[src/rtl/bcd_keypad_calc_if.sv]
// Keypad/display bus for bcd_keypad_calc.
// BCD_CALC_SEG_EN adds the registered seven-segment output SEG.
interface bcd_keypad_calc_if #(
    parameter int unsigned DIGITS = 2
);
    logic [9:0]              KEY;
    logic                    START;
    logic                    OP;
    logic                    Addn_Sub;
    logic                    EQUAL;
    logic [4*(DIGITS+1)-1:0] DISP;
    logic                    NEG;
    logic                    BUSY;
    logic                    DONE;
`ifdef BCD_CALC_SEG_EN
    logic [7*(DIGITS+1)-1:0] SEG;

    modport master (
        output KEY, START, OP, Addn_Sub, EQUAL,
        input  DISP, NEG, BUSY, DONE, SEG
    );
    modport slave (
        input  KEY, START, OP, Addn_Sub, EQUAL,
        output DISP, NEG, BUSY, DONE, SEG
    );
`else
    modport master (
        output KEY, START, OP, Addn_Sub, EQUAL,
        input  DISP, NEG, BUSY, DONE
    );
    modport slave (
        input  KEY, START, OP, Addn_Sub, EQUAL,
        output DISP, NEG, BUSY, DONE
    );
`endif
endinterface

[src/rtl/bcd_keypad_calc.sv]
// Multi-digit BCD keypad calculator: A+B or |A-B| with sign, digit-serial engine.
// Optional seven-segment output enabled by defining BCD_CALC_SEG_EN.
module bcd_keypad_calc #(
    parameter int unsigned DIGITS = 2
) (
    input logic              CLK,
    input logic              nRST,
    bcd_keypad_calc_if.slave bus
);
    localparam int unsigned W  = 4 * DIGITS;
    localparam int unsigned RW = 4 * (DIGITS + 1);
    localparam int unsigned CW = $clog2(DIGITS + 1);
    localparam logic [CW-1:0] LastCnt = CW'(DIGITS);

    typedef enum logic [2:0] {StIdle, StEnterA, StEnterB, StCompute, StResult} state_t;

    logic [9:0] key_s1, key_s2, key_prev;
    logic       op_s1, op_s2, op_prev, eq_s1, eq_s2, eq_prev, start_s1, start_s2;

    state_t          state_q, state_d;
    logic [W-1:0]    a_q, a_d, b_q, b_d, x_q, x_d, y_q, y_d;
    logic [RW-1:0]   res_q, res_d;
    logic [CW-1:0]   cnt_q, cnt_d;
    logic            neg_q, neg_d, sub_q, sub_d, cy_q, cy_d, done_q, done_d;

    logic [3:0] low_cnt, key_val, dig;
    logic       key_evt, op_evt, eq_evt, dig_c;
    logic [4:0] sum, diff;
    logic [RW-1:0] disp;

    // Input synchronisers plus edge-detect history flops
    always_ff @(posedge CLK or negedge nRST) begin
        if (!nRST) begin
            {key_s1, key_s2, key_prev} <= '0;
            {op_s1, op_s2, op_prev}    <= '0;
            {eq_s1, eq_s2, eq_prev}    <= '0;
            {start_s1, start_s2}       <= '0;
        end else begin
            key_s1   <= bus.KEY;
            key_s2   <= key_s1;
            key_prev <= key_s2;
            op_s1    <= bus.OP;
            op_s2    <= op_s1;
            op_prev  <= op_s2;
            eq_s1    <= bus.EQUAL;
            eq_s2    <= eq_s1;
            eq_prev  <= eq_s2;
            start_s1 <= bus.START;
            start_s2 <= start_s1;
        end
    end

    // Key event: some key fell and exactly one key is held low
    always_comb begin
        low_cnt = 4'd0;
        key_val = 4'd0;
        for (int i = 0; i < 10; i++) begin
            if (!key_s2[i]) begin
                low_cnt = low_cnt + 4'd1;
                key_val = 4'(i);
            end
        end
        key_evt = (|(key_prev & ~key_s2)) && (low_cnt == 4'd1);
        op_evt  = op_s2 & ~op_prev;
        eq_evt  = eq_s2 & ~eq_prev;
    end

    // One BCD digit of add or subtract on the LS digits of the operand shifters
    always_comb begin
        sum   = {1'b0, x_q[3:0]} + {1'b0, y_q[3:0]} + {4'd0, cy_q};
        diff  = {1'b0, x_q[3:0]} + 5'd10 - {1'b0, y_q[3:0]} - {4'd0, cy_q};
        dig   = 4'd0;
        dig_c = 1'b0;
        if (!sub_q) begin
            if (sum >= 5'd10) begin
                dig   = 4'(sum - 5'd10);
                dig_c = 1'b1;
            end else begin
                dig   = sum[3:0];
            end
        end else begin
            if (diff >= 5'd10) begin
                dig   = 4'(diff - 5'd10);
            end else begin
                dig   = diff[3:0];
                dig_c = 1'b1;
            end
        end
    end

    // Next-state and datapath updates; START low overrides everything
    always_comb begin
        state_d = state_q;
        a_d     = a_q;
        b_d     = b_q;
        x_d     = x_q;
        y_d     = y_q;
        res_d   = res_q;
        cnt_d   = cnt_q;
        neg_d   = neg_q;
        sub_d   = sub_q;
        cy_d    = cy_q;
        done_d  = 1'b0;
        unique case (state_q)
            StIdle: state_d = StEnterA;
            StEnterA: begin
                if (key_evt && cnt_q < LastCnt) begin
                    a_d   = (a_q << 4) | W'(key_val);
                    cnt_d = cnt_q + 1'b1;
                end else if (op_evt) begin
                    sub_d   = bus.Addn_Sub;
                    b_d     = '0;
                    cnt_d   = '0;
                    state_d = StEnterB;
                end
            end
            StEnterB: begin
                if (key_evt && cnt_q < LastCnt) begin
                    b_d   = (b_q << 4) | W'(key_val);
                    cnt_d = cnt_q + 1'b1;
                end else if (eq_evt) begin
                    // Packed BCD orders like plain binary, so a vector compare suffices
                    neg_d   = sub_q && (a_q < b_q);
                    x_d     = neg_d ? b_q : a_q;
                    y_d     = neg_d ? a_q : b_q;
                    res_d   = '0;
                    cy_d    = 1'b0;
                    cnt_d   = '0;
                    state_d = StCompute;
                end
            end
            StCompute: begin
                if (cnt_q < LastCnt) begin
                    res_d = {dig, res_q[RW-1:4]};
                    x_d   = x_q >> 4;
                    y_d   = y_q >> 4;
                    cy_d  = dig_c;
                    cnt_d = cnt_q + 1'b1;
                end else begin
                    // Top digit: final carry for add; borrow is always 0 here for subtract
                    res_d   = {3'd0, cy_q & ~sub_q, res_q[RW-1:4]};
                    done_d  = 1'b1;
                    state_d = StResult;
                end
            end
            StResult: begin
                if (key_evt) begin
                    a_d     = W'(key_val);
                    b_d     = '0;
                    neg_d   = 1'b0;
                    cnt_d   = CW'(1);
                    state_d = StEnterA;
                end
            end
            default: state_d = StIdle;
        endcase
        if (!start_s2) begin
            state_d = StIdle;
            a_d     = '0;
            b_d     = '0;
            x_d     = '0;
            y_d     = '0;
            res_d   = '0;
            cnt_d   = '0;
            neg_d   = 1'b0;
            sub_d   = 1'b0;
            cy_d    = 1'b0;
            done_d  = 1'b0;
        end
    end

    // State and datapath registers
    always_ff @(posedge CLK or negedge nRST) begin
        if (!nRST) begin
            state_q <= StIdle;
            a_q     <= '0;
            b_q     <= '0;
            x_q     <= '0;
            y_q     <= '0;
            res_q   <= '0;
            cnt_q   <= '0;
            neg_q   <= 1'b0;
            sub_q   <= 1'b0;
            cy_q    <= 1'b0;
            done_q  <= 1'b0;
        end else begin
            state_q <= state_d;
            a_q     <= a_d;
            b_q     <= b_d;
            x_q     <= x_d;
            y_q     <= y_d;
            res_q   <= res_d;
            cnt_q   <= cnt_d;
            neg_q   <= neg_d;
            sub_q   <= sub_d;
            cy_q    <= cy_d;
            done_q  <= done_d;
        end
    end

    // Display select; B stays visible during COMPUTE since it was the prior value
    always_comb begin
        unique case (state_q)
            StEnterA:             disp = {4'd0, a_q};
            StEnterB, StCompute:  disp = {4'd0, b_q};
            StResult:             disp = res_q;
            default:              disp = '0;
        endcase
    end

    assign bus.DISP = disp;
    assign bus.NEG  = neg_q;
    assign bus.BUSY = (state_q == StCompute);
    assign bus.DONE = done_q;

`ifdef BCD_CALC_SEG_EN
    logic [7*(DIGITS+1)-1:0] seg_q;

    function automatic logic [6:0] seg7(input logic [3:0] d);
        case (d)
            4'd0:    seg7 = 7'h40;
            4'd1:    seg7 = 7'h79;
            4'd2:    seg7 = 7'h24;
            4'd3:    seg7 = 7'h30;
            4'd4:    seg7 = 7'h19;
            4'd5:    seg7 = 7'h12;
            4'd6:    seg7 = 7'h02;
            4'd7:    seg7 = 7'h78;
            4'd8:    seg7 = 7'h00;
            4'd9:    seg7 = 7'h10;
            default: seg7 = 7'h7F;
        endcase
    endfunction

    // Active-low segment patterns, one cycle behind DISP, blank in IDLE
    always_ff @(posedge CLK or negedge nRST) begin
        if (!nRST) begin
            seg_q <= '1;
        end else if (state_q == StIdle) begin
            seg_q <= '1;
        end else begin
            for (int i = 0; i <= int'(DIGITS); i++) begin
                seg_q[7*i +: 7] <= seg7(disp[4*i +: 4]);
            end
        end
    end

    assign bus.SEG = seg_q;
`endif
endmodule

[src/flat_wrapper.sv]
// flat-port wrapper written by rule: the top's interface ports become plain ports
module bcd_keypad_calc_flat 
#(
    parameter int unsigned DIGITS = 2
)
  (CLK, nRST, bus_KEY, bus_START, bus_OP, bus_Addn_Sub, bus_EQUAL, bus_DISP, bus_NEG, bus_BUSY, bus_DONE);
  bcd_keypad_calc_if #(.DIGITS(DIGITS)) bus_i ();
  input logic CLK;
  input logic nRST;
  input wire logic [$bits(bus_i.KEY)-1:0] bus_KEY;
  input wire logic [$bits(bus_i.START)-1:0] bus_START;
  input wire logic [$bits(bus_i.OP)-1:0] bus_OP;
  input wire logic [$bits(bus_i.Addn_Sub)-1:0] bus_Addn_Sub;
  input wire logic [$bits(bus_i.EQUAL)-1:0] bus_EQUAL;
  output wire logic [$bits(bus_i.DISP)-1:0] bus_DISP;
  output wire logic [$bits(bus_i.NEG)-1:0] bus_NEG;
  output wire logic [$bits(bus_i.BUSY)-1:0] bus_BUSY;
  output wire logic [$bits(bus_i.DONE)-1:0] bus_DONE;
  assign bus_i.KEY = bus_KEY;
  assign bus_i.START = bus_START;
  assign bus_i.OP = bus_OP;
  assign bus_i.Addn_Sub = bus_Addn_Sub;
  assign bus_i.EQUAL = bus_EQUAL;
  assign bus_DISP = bus_i.DISP;
  assign bus_NEG = bus_i.NEG;
  assign bus_BUSY = bus_i.BUSY;
  assign bus_DONE = bus_i.DONE;
  bcd_keypad_calc #(.DIGITS(DIGITS)) u_core (.CLK(CLK), .nRST(nRST), .bus(bus_i));
endmodule
[config.mk]
export PLATFORM = sky130hd
export DESIGN_NAME = bcd_keypad_calc_flat
export DESIGN_NICKNAME = d
export VERILOG_FILES = /design/src/rtl/bcd_keypad_calc_if.sv /design/src/rtl/bcd_keypad_calc.sv /design/src/flat_wrapper.sv
export SDC_FILE = /design/constraint.sdc
export NUM_CORES = 1
export LEC_CHECK = 0
export CAP_MARGIN = 20
export CORE_UTILIZATION = 45
export CTS_CLUSTER_DIAMETER = 100
export CTS_CLUSTER_SIZE = 10
export DETAILED_ROUTE_END_ITERATION = 8
export GPL_ROUTABILITY_DRIVEN = 0
export PLACE_DENSITY = 0.71
export SLEW_MARGIN = 20
export SYNTH_ARGS = -nofsm -noshare
export SYNTH_HDL_FRONTEND = slang
export SYNTH_SLANG_ARGS = --single-unit
[constraint.sdc]
create_clock -name CLK -period 6.5 [get_ports CLK]
set_clock_uncertainty 0.1 [all_clocks]
set_input_delay 1.3 -clock CLK [delete_from_list [all_inputs] [get_ports CLK]]
set_output_delay 1.3 -clock CLK [all_outputs]
set_load 0.02 [all_outputs]
* Word level (Yosys, flattened, before mapping)
Cells that the tools add are included.
** Word-level totals
- Register bits :: 91
- Output and inout bits :: 15
- Logic and storage cells :: 177
** Operators by class
- Add/sub/neg operators :: 17
- $lt $le $gt $ge :: 4
- Eq/ne operators :: 24
- Muxes and demuxes :: 86
- Bitwise logic cells :: 10
- Reductions and logical operators :: 14
** Operator list (number)
- 8-bit 2-to-1 mux :: 18
- 4-bit 2-to-1 mux :: 14
- 12-bit 2-to-1 mux :: 4
- 8-bit one-hot mux with 2 select lines :: 3
- 3-bit != test, second input constant :: 12
- 12-bit one-hot mux with 3 select lines :: 1
- 3-bit 2-to-1 mux :: 11
- 4-bit by 1-bit adder with 4-bit output, second input constant :: 8
- 12-bit one-hot mux with 2 select lines :: 1
- 8-bit one-hot mux with 3 select lines :: 1
- 1-bit 2-to-1 mux :: 20
- 2-bit 2-to-1 mux :: 9
- 8-bit by 4-bit bitwise OR with 8-bit output :: 2
- 3-bit one-hot mux with 5 select lines :: 1
- 4-bit != test, second input constant :: 3
- 10-bit bitwise AND :: 1
- 5-bit by 4-bit greater-or-equal comparator with 1-bit output, second input constant :: 2
- 10-bit inverter :: 1
- 5-bit AND reduction :: 2
- 10-bit OR reduction :: 1
- 3-bit AND reduction :: 3
- 8-bit < comparator :: 1
- 2-bit one-hot mux with 4 select lines :: 1
- 4-bit AND reduction :: 2
- other kinds (22) :: 33

* Depth between registers and ports, before layout
Gate-level depths: netlist of the first run.
- Word-level depth :: 25
- Mapped depth :: 33
- Mapped depth without buffers :: 31

* Least setup slack after synthesis of the first run
No wires, ideal clock.
- Path type :: reg-to-reg
- Start point :: register u_core.key_s2[1]
- End point :: register u_core.y_q[3]
- Setup time :: 125 ps
- Arrival time :: 6304 ps
- Data required time :: 6275 ps
- Slack :: -30 ps
- Stages on the path, launching flop included :: 34
- Buffers on the path :: 3
- Path through :: dfrtp_1 > inv_1 > ha_1 > buf_2 > xnor2_1 > ha_1 > nor2_1 > a31oi_1 > ha_1 > nand2b_1 > a21bo_2 > ha_1 > nor2_1 > a21oi_1 > nor2_1 > inv_1 > ha_1 > nand2b_1 > o21ai_0 > ha_1 > o21ai_0 > o21ai_0 > ha_1 > nor2_1 > nor2_1 > ha_1 > nor4b_2 > mux2i_1 > or3_4 > or2_1 > buf_6 > a31oi_4 > buf_8 > mux2_4
** Between the ends
- Word-level cells in the longest chain between the ends :: 22
- Elaborated cells between the ends (all ways) :: 25
- Classes of those cells :: 8 x add/sub; 2 x eq/ne; 9 x mux; 2 x bitwise; 4 x reduce/logical
** RTL lines
- start: declaration :: RTL line bcd_keypad_calc.sv:17 : logic [9:0] key_s1, key_s2, key_prev;
- start signal: assignment :: RTL line bcd_keypad_calc.sv:40 : key_s2 <= key_s1;
- 4-bit 2-to-1 mux :: RTL line bcd_keypad_calc.sv:58 : if (!key_s2[i]) begin
- 4-bit by 1-bit adder with 4-bit output :: RTL line bcd_keypad_calc.sv:59 : low_cnt = low_cnt + 4'd1;
- 4-bit 2-to-1 mux :: RTL line bcd_keypad_calc.sv:58
- 4-bit by 1-bit adder with 4-bit output :: RTL line bcd_keypad_calc.sv:59
- 4-bit 2-to-1 mux :: RTL line bcd_keypad_calc.sv:58
- 4-bit by 1-bit adder with 4-bit output :: RTL line bcd_keypad_calc.sv:59
- 4-bit 2-to-1 mux :: RTL line bcd_keypad_calc.sv:58
- 4-bit by 1-bit adder with 4-bit output :: RTL line bcd_keypad_calc.sv:59
- [6 not listed]
- 4-bit 2-to-1 mux :: RTL line bcd_keypad_calc.sv:58
- 4-bit by 1-bit adder with 4-bit output :: RTL line bcd_keypad_calc.sv:59
- 4-bit 2-to-1 mux :: RTL line bcd_keypad_calc.sv:58
- 4-bit by 1-bit == test with 1-bit output :: RTL line bcd_keypad_calc.sv:63 : key_evt = (|(key_prev & ~key_s2)) && (low_cnt == 4'd1);
- 1-bit logical AND * :: RTL line bcd_keypad_calc.sv:63
- 1-bit logical AND * :: RTL line bcd_keypad_calc.sv:118 : if (key_evt && cnt_q < LastCnt) begin
- 3-bit != test (no line) *
- 4-bit AND reduction (no line) *
- end signal: assignment :: RTL line bcd_keypad_calc.sv:191 : y_q <= y_d;
- end: declaration :: RTL line bcd_keypad_calc.sv:21 : logic [W-1:0] a_q, a_d, b_q, b_d, x_q, x_d, y_q, y_d;
Mark *: on every way between the ends. The rest lies on a longest branch, timed or not.
A chain may end at the register's enable or synchronous reset.

* Worst setup path in the final report of the first run
Same ends and word-level chain as after synthesis.

==> reports/metrics.cfg, run 1 <==
[cts]
cts_hold_buf=0
cts-root-buf=clkbuf_16
path_clk_slew_ns=0.07
htree_levels=3
clk_path_buf_depth=2
cts_sinks=91
cts_tree=built
cts_made_buffers=9
clock_latency_ns=0.35

[sta]
period_share_pct=99.4
maxSlewHeadroom_pct=34.2
rsz0062_at_grt=yes
finalSetupViolations=0
slew_viol_final=0
tightest_slew_ns=0.981
fin_crit_ns=6.46
hold_viol=0
fmaxAchievable_ghz=0.155

[cells_and_area]
nNetsFinal=601
drive_gt1_share_pct=17.3
final_area_mm2=0.00627
final_cell_mix=dfrtp_1 (91), inv_1 (44), nand2_1 (34), o21ai_0 (34), clkdlybuf4s50_1 (29)
final_common_cell=dfrtp_1
insertedDiodeCount=0
syn_to_final_growth_pct=20.8
final_cells=700

[synthesis]
ys_types=66
synth-seq-cells=91
synth_flop_cell=dfrtp_1
synth_edf_count=0
netlist_instances=512
ys_seq_area_share_pct=43.8
synth_area_mm2=0.00520
synth_fp_nets=558
ys_async_sr_fraction_pct=100
yosys_warnings=0
avgSynthCellArea_um2=10.1

[setup_path]
worstSetupStartpointType=flop
crit_arrival_ns=6.59
reg2reg_to=u_core.y_q[3]
r2r_setup_slack_ns=0.04
crit_fanout=5
cp_slowest_cell=dfrtp_1
crit_path_max_incr_delay_ns=0.41
crit_type=reg -> reg
worstSetupEndpointType=flop
cp_common_cell=ha_1
required_ns=6.63
rr_startpoint=u_core.key_s2[1]
rr_worst_depth=31

[min_path]
min_from=u_core.start_s1
whs_endpoint=u_core.start_s2
hold_path_class=reg -> reg
whs_path_depth=0

[route]
routed_wl_um=12300
vias=4125
dr.max_layer_used=met4
drc=0
ant_nets=0
wl_met3_um=793
drtIter0Drc=320
vias_per_cell=5.89
wl_met2_um=5870
wl_met1_um=5440
wl_per_cell_um=17.6
drtPass1Iterations=5

[floorplanning]
rows=38
ioPinCount=31
die-area_mm2=0.0120
die_x_um=109
start_util_pct=47.1
coreArea_mm2=0.0110
die_h_um=109

[run]
maxCapViolCount=0

[place]
place_hpwl_um=8380
placed_area_mm2=0.00563
portBuffers=30
dpl.cell_count=669

[global_routing]
grt_pass1_wl_um=19400
grt.overflow.total=0
grt_antenna_before_repair=0
grt_pass1_vias=3973
grt.total_usage_pct=21.6
grt_max_degree=53

[power_and_ir_drop]
leakagePower_nw=2.79
power_density_mw_per_mm2=330
max-vdd-ir-drop_mv=0.173

[status]
run_status=finished, final reports clean

[metal layers]
metal  global-route usage, %  vias to the layer above
met3                    5.39                       23
met2                    33.5                      171
met1                    29.0                     2015
met5                       0                        -
met4                    8.29                        0
li1                        -                     1916
[worst max-delay path by stage]
stage          slack (ns)  depth (start not counted)        startpoint            end
2_1_floorplan        0.03                         33  u_core.key_s2[1]  u_core.y_q[3]
3_3_place_gp          0.1                         30  u_core.key_s2[0]  u_core.x_q[3]
3_5_place_dp        -0.15                         30  u_core.key_s2[1]  u_core.x_q[2]
4_1_cts              0.02                         32  u_core.key_s2[0]  u_core.b_q[7]
5_1_grt             -0.18                         31  u_core.key_s2[1]  u_core.y_q[1]
6_report             0.04                         31  u_core.key_s2[1]  u_core.y_q[3]
[worst max-delay path, delay by kind of cell, from the launching register on]
family	cells	cell delay, ns
flops	1	0.41
simple gates	10	1.56
xor+xnor	1	0.12
fa+ha+maj	8	2.28
buf+inv	3	0.40
compound gates	7	1.03
mux	2	0.45
[report_power, final]
part | switching, W | leakage, nW | internal [W]
logic | 0.000461 | 1.47 | 0.000391
clock network | 0.000244 | 0.151 | 0.000282
registers | 0.0000793 | 1.17 | 0.000614
total | 0.000784 | 2.79 | 0.00129
[registers in the layout, summed over array words and instances, names as in the netlist, 2 cells and up]
name and count:
u_core.key_s2 10, u_core.res_q 12, u_core.x_q 8, u_core.state_q 3, u_core.key_s1 10, u_core.key_prev 10
u_core.cnt_q 2, u_core.a_q 8, u_core.y_q 8, u_core.b_q 8
[final cells by class]
cell class | instances | area [um2]
Inverter | 47 | 176
Clock buffer | 10 | 239
Fill cell | 910 | 4760
Clock inverter | 6 | 67.6
Tap cell | 140 | 175
Sequential cell | 91 | 2280
Multi-Input combinational cell | 350 | 2810
Timing Repair Buffer | 56 | 531
[per-stage QoR]
| stage | total power (W) | hold slack (ns) | TNS (ns) | worst slack, ns | util, % |
|---|---|---|---|---|---|
| after floorplan | 0.00123 | 0.231 | 0 | 0.0292 | - |
| after global placement | 0.00139 | 0.232 | 0 | 0.0973 | 51.0 |
| after detailed placement | 0.00142 | 0.235 | -2.20 | -0.148 | 51.0 |
| after CTS | 0.00195 | 0.250 | 0 | 0.0162 | 54.1 |
| after global routing | 0.00220 | 0.253 | -4.07 | -0.183 | 56.9 |
| final | 0.00207 | 0.249 | 0 | 0.0419 | 56.9 |
[synth_stat cells, drive strengths merged, types with 2 or more instances]
cell type	number	area (um2)
xor2	3	26.3
or4	2	16.3
nand3	15	75.1
o2bb2ai	12	105
clkbuf	13	48.8
a22oi	11	82.6
mux2	11	128
or3	2	17.5
nand2	34	128
ha	25	313
a31oi	11	83.8
or2	4	25.0
and3	5	31.3
nor2	22	82.6
fa	5	100
a21boi	2	15.0
a22o	18	158
nor3	5	30.0
o211ai	2	15.0
o22ai	2	12.5
dfrtp	91	2280
a21o	7	52.6
nand3b	2	15.0
a211o	2	18.8
inv	47	176
o2111ai	2	23.8
xnor3	4	92.6
buf	11	78.8
mux2i	8	80.1
xnor2	16	155
o311ai	3	26.3
nand2b	9	56.3
o21ai	42	210
nor2b	10	62.6
o21a	2	15.0
o31ai	5	37.5
a21oi	25	125
nand4	6	37.5
o21bai	2	15.0
a211oi	2	15.0
o41ai	2	17.5
[logic make-up (layout without fill, tap and decap cells)]
logic type | after synthesis | count (layout) | share of synthesized area [%]
buffers and inverters | 71 | 119 | 5.85
and+or+nand+nor | 119 | 119 | 11.8
muxes | 19 | 19 | 4.00
adders and majority gates | 30 | 30 | 7.95
DFF | 91 | 91 | 43.8
AOI/OAI and AO/OA | 158 | 158 | 20.9
xor gates and xnor gates | 24 | 24 | 5.75
[repair_timing]
action	4_1_cts	5_1_grt
setup endpoints to repair	26	50
pin swaps	2	21
resized for setup	3	46
buffers inserted	3	11
cloned	0	2
No activity file was read; power rests on OpenSTA's default activity.
==> run 2: changes to the inputs <==
--- a/config.mk
+++ b/config.mk
@@ -12,6 +12,7 @@
 export DETAILED_ROUTE_END_ITERATION = 8
 export GPL_ROUTABILITY_DRIVEN = 0
 export PLACE_DENSITY = 0.71
+export SKIP_CTS_REPAIR_TIMING = 1
 export SLEW_MARGIN = 20
 export SYNTH_ARGS = -nofsm -noshare
 export SYNTH_HDL_FRONTEND = slang
==> run 2 against run 1 <==
- register-to-register slack improved by 0.11 ns
- utilization decreased by 0.43 points
- highest routed layer unchanged
- via count fell by 0.44%
- sequential share of layout area increased by 0.28 points
- die area is the same
- power fell by 1.3%
- largest power group unchanged
- largest cell class unchanged
- flip-flop and latch count unchanged
- critical path type unchanged
- global-route usage shrank 0.12 points
==> reports/metrics.cfg, run 2 (synthesis gave the netlist of run 1 again) <==
[status]
run_status=finished, final reports clean  ; unchanged

[cells_and_area]
insertedDiodeCount=0  ; unchanged
final_cell_mix=dfrtp_1 (91), inv_1 (44), o21ai_0 (36)  ; was dfrtp_1 (91), inv_1 (44), nand2_1 (34), o21ai_0 (34), clkdlybuf4s50_1 (29)
top_register=u_core.res_q  ; unchanged
syn_to_final_growth_pct=19.8  ; was 20.8%
nFillCells=911  ; was 910
regArea_mm2=0.00228  ; unchanged
multi_input_area_mm2=0.00279  ; was 0.00281 mm2
drive_gt1_share_pct=16.5  ; was 17.3%
nNetsFinal=598  ; was 601
final_common_cell=dfrtp_1  ; unchanged
largest_reg_flops=12  ; unchanged

[min_path]
min_from=u_core.start_s1  ; unchanged
hold_path_class=reg -> reg  ; unchanged

[floorplanning]
die-area_mm2=0.0120  ; unchanged
die_x_um=109  ; unchanged
ioPinCount=31  ; unchanged
rows=38  ; unchanged
die_h_um=109  ; unchanged
start_util_pct=47.1  ; unchanged
coreArea_mm2=0.0110  ; unchanged

[global_routing]
grt_antenna_before_repair=0  ; unchanged
grt.total_usage_pct=21.4  ; was 21.6%
grt_pass1_wl_um=19300  ; was 19400 um
grt_pass1_vias=3958  ; was 3973
grt_max_degree=53  ; unchanged
grt.overflow.total=0  ; unchanged

[cts]
cts-root-buf=clkbuf_16  ; unchanged
cts_made_buffers=9  ; unchanged
cts_sinks=91  ; unchanged
cts_tree=built  ; unchanged
path_clk_slew_ns=0.07  ; about the same
htree_levels=3  ; unchanged
clk_path_buf_depth=2  ; unchanged
clock_latency_ns=0.35  ; about the same

[route]
wl_per_cell_um=17.5  ; was 17.6 um
ant_nets=0  ; unchanged
routed_wl_um=12200  ; was 12300 um
vias_per_cell=5.89  ; about the same
drtPass1Iterations=5  ; unchanged
drc=0  ; unchanged
drtIter0Drc=299  ; was 320
vias=4107  ; was 4125

[sta]
fmaxAchievable_ghz=0.157  ; was 0.155 GHz
fin_crit_ns=6.35  ; was 6.46 ns
tightest_slew_ns=0.949  ; was 0.981 ns
hold_viol=0  ; unchanged
period_share_pct=97.7  ; was 99.4%
slew_viol_final=0  ; unchanged
rsz0062_at_grt=yes  ; unchanged
finalSetupViolations=0  ; unchanged
setup_slack_ns=0.148  ; was 0.0419 ns
maxSlewHeadroom_pct=36.7  ; was 34.2%

[setup_path]
crit_start=u_core.key_s2[1]  ; unchanged
cp_common_cell=ha_1  ; unchanged
crit_fanout=5  ; unchanged
crit_path_max_incr_delay_ns=0.41  ; about the same
crit_type=reg -> reg  ; unchanged
worstSetupStartpointType=flop  ; unchanged
crit_arrival_ns=6.48  ; was 6.59 ns
worstSetupEndpointType=flop  ; unchanged
rr_startpoint=u_core.key_s2[1]  ; unchanged
cp_slowest_cell=dfrtp_1  ; unchanged
required_ns=6.63  ; about the same

[place]
place_hpwl_um=8380  ; unchanged
place_ws_ns=-0.148  ; unchanged
portBuffers=30  ; unchanged

[power_and_ir_drop]
max-vdd-ir-drop_mv=0.173  ; about the same
power_density_mw_per_mm2=329  ; was 330 mW/mm2
p_total_w=0.00205  ; was 0.00207 W
leakagePower_nw=2.77  ; was 2.79 nW

[run]
maxCapViolCount=0  ; unchanged

## run 2: cell types whose count changed in the layout (fill, tap and decap cells not counted)
cell       delta
buf_4         -2
o21ai_0       +2
o21ai_1       -2
buf_6         -1
o21ai_2       +1
o21ai_4       -1
o2bb2ai_1     +1
o2bb2ai_2     -1
o41ai_1       +1
o41ai_2       -1
## run 2: path summary, 6_finish.rpt
kind | cells past startpoint | endpoint | slack [ns]
worst min-delay path | 0 | u_core.start_s2 | 0.25
worst min register to register | 0 | u_core.start_s2 | 0.25
worst max-delay path | 31 | u_core.y_q[3] | 0.15
min in group asynchronous | 1 | u_core.res_q[0] | 0.82
max in group asynchronous | 2 | u_core.key_prev[2] | 4.46
worst max register to register | 31 | u_core.y_q[3] | 0.15
## run 2: metal layers
layer / routed length (um) / GRT usage, % / vias to the layer above
met4: 301 / 8.29 / 0
met3: 817 / 5.39 / 31
met2: 5670 / 33.2 / 170
li1: - / - / 1909
met5: 0 / 0 / -
met1: 5390 / 29.0 / 1997
## run 2: layout make-up
class / count / area share (%)
inverters: 47 / 2.83
multi-input cells: 350 / 44.8
well taps: 140 / 2.81
clock buffers: 10 / 3.84
clock inverters: 6 / 1.08
flip-flops and latches: 91 / 36.6
repair buffers: 53 / 8.10
## run 2: where the power goes
group	internal, W	switching (W)
clock	0.000282	0.000242
combinational	0.000378	0.000451
sequential	0.000614	0.0000773
## run 2: critical path, delay by kind of cell (launching register included)
kind                       cells  cell delay [ns]
adders and majority gates      8             2.24
and+or+nand+nor               10             1.66
AOI/OAI and AO/OA              7             0.89
muxes                          2             0.44
DFF                            1             0.41
buffers and inverters          3             0.37
xor gates and xnor gates       1             0.12
## run 2: metrics by stage
stage | hold WS (ns) | std cells | area, um2 | utilization, % | TNS, ns
2_1_floorplan | 0.231 | 512 | 5200 | - | 0
3_3_place_gp | 0.232 | 669 | 5630 | 51.0 | 0
3_5_place_dp | 0.235 | 669 | 5630 | 51.0 | -2.20
4_1_cts | 0.250 | 685 | 5930 | 53.8 | -2.92
5_1_grt | 0.253 | 697 | 6230 | 56.5 | -1.64
6_report | 0.249 | 697 | 6230 | 56.5 | 0
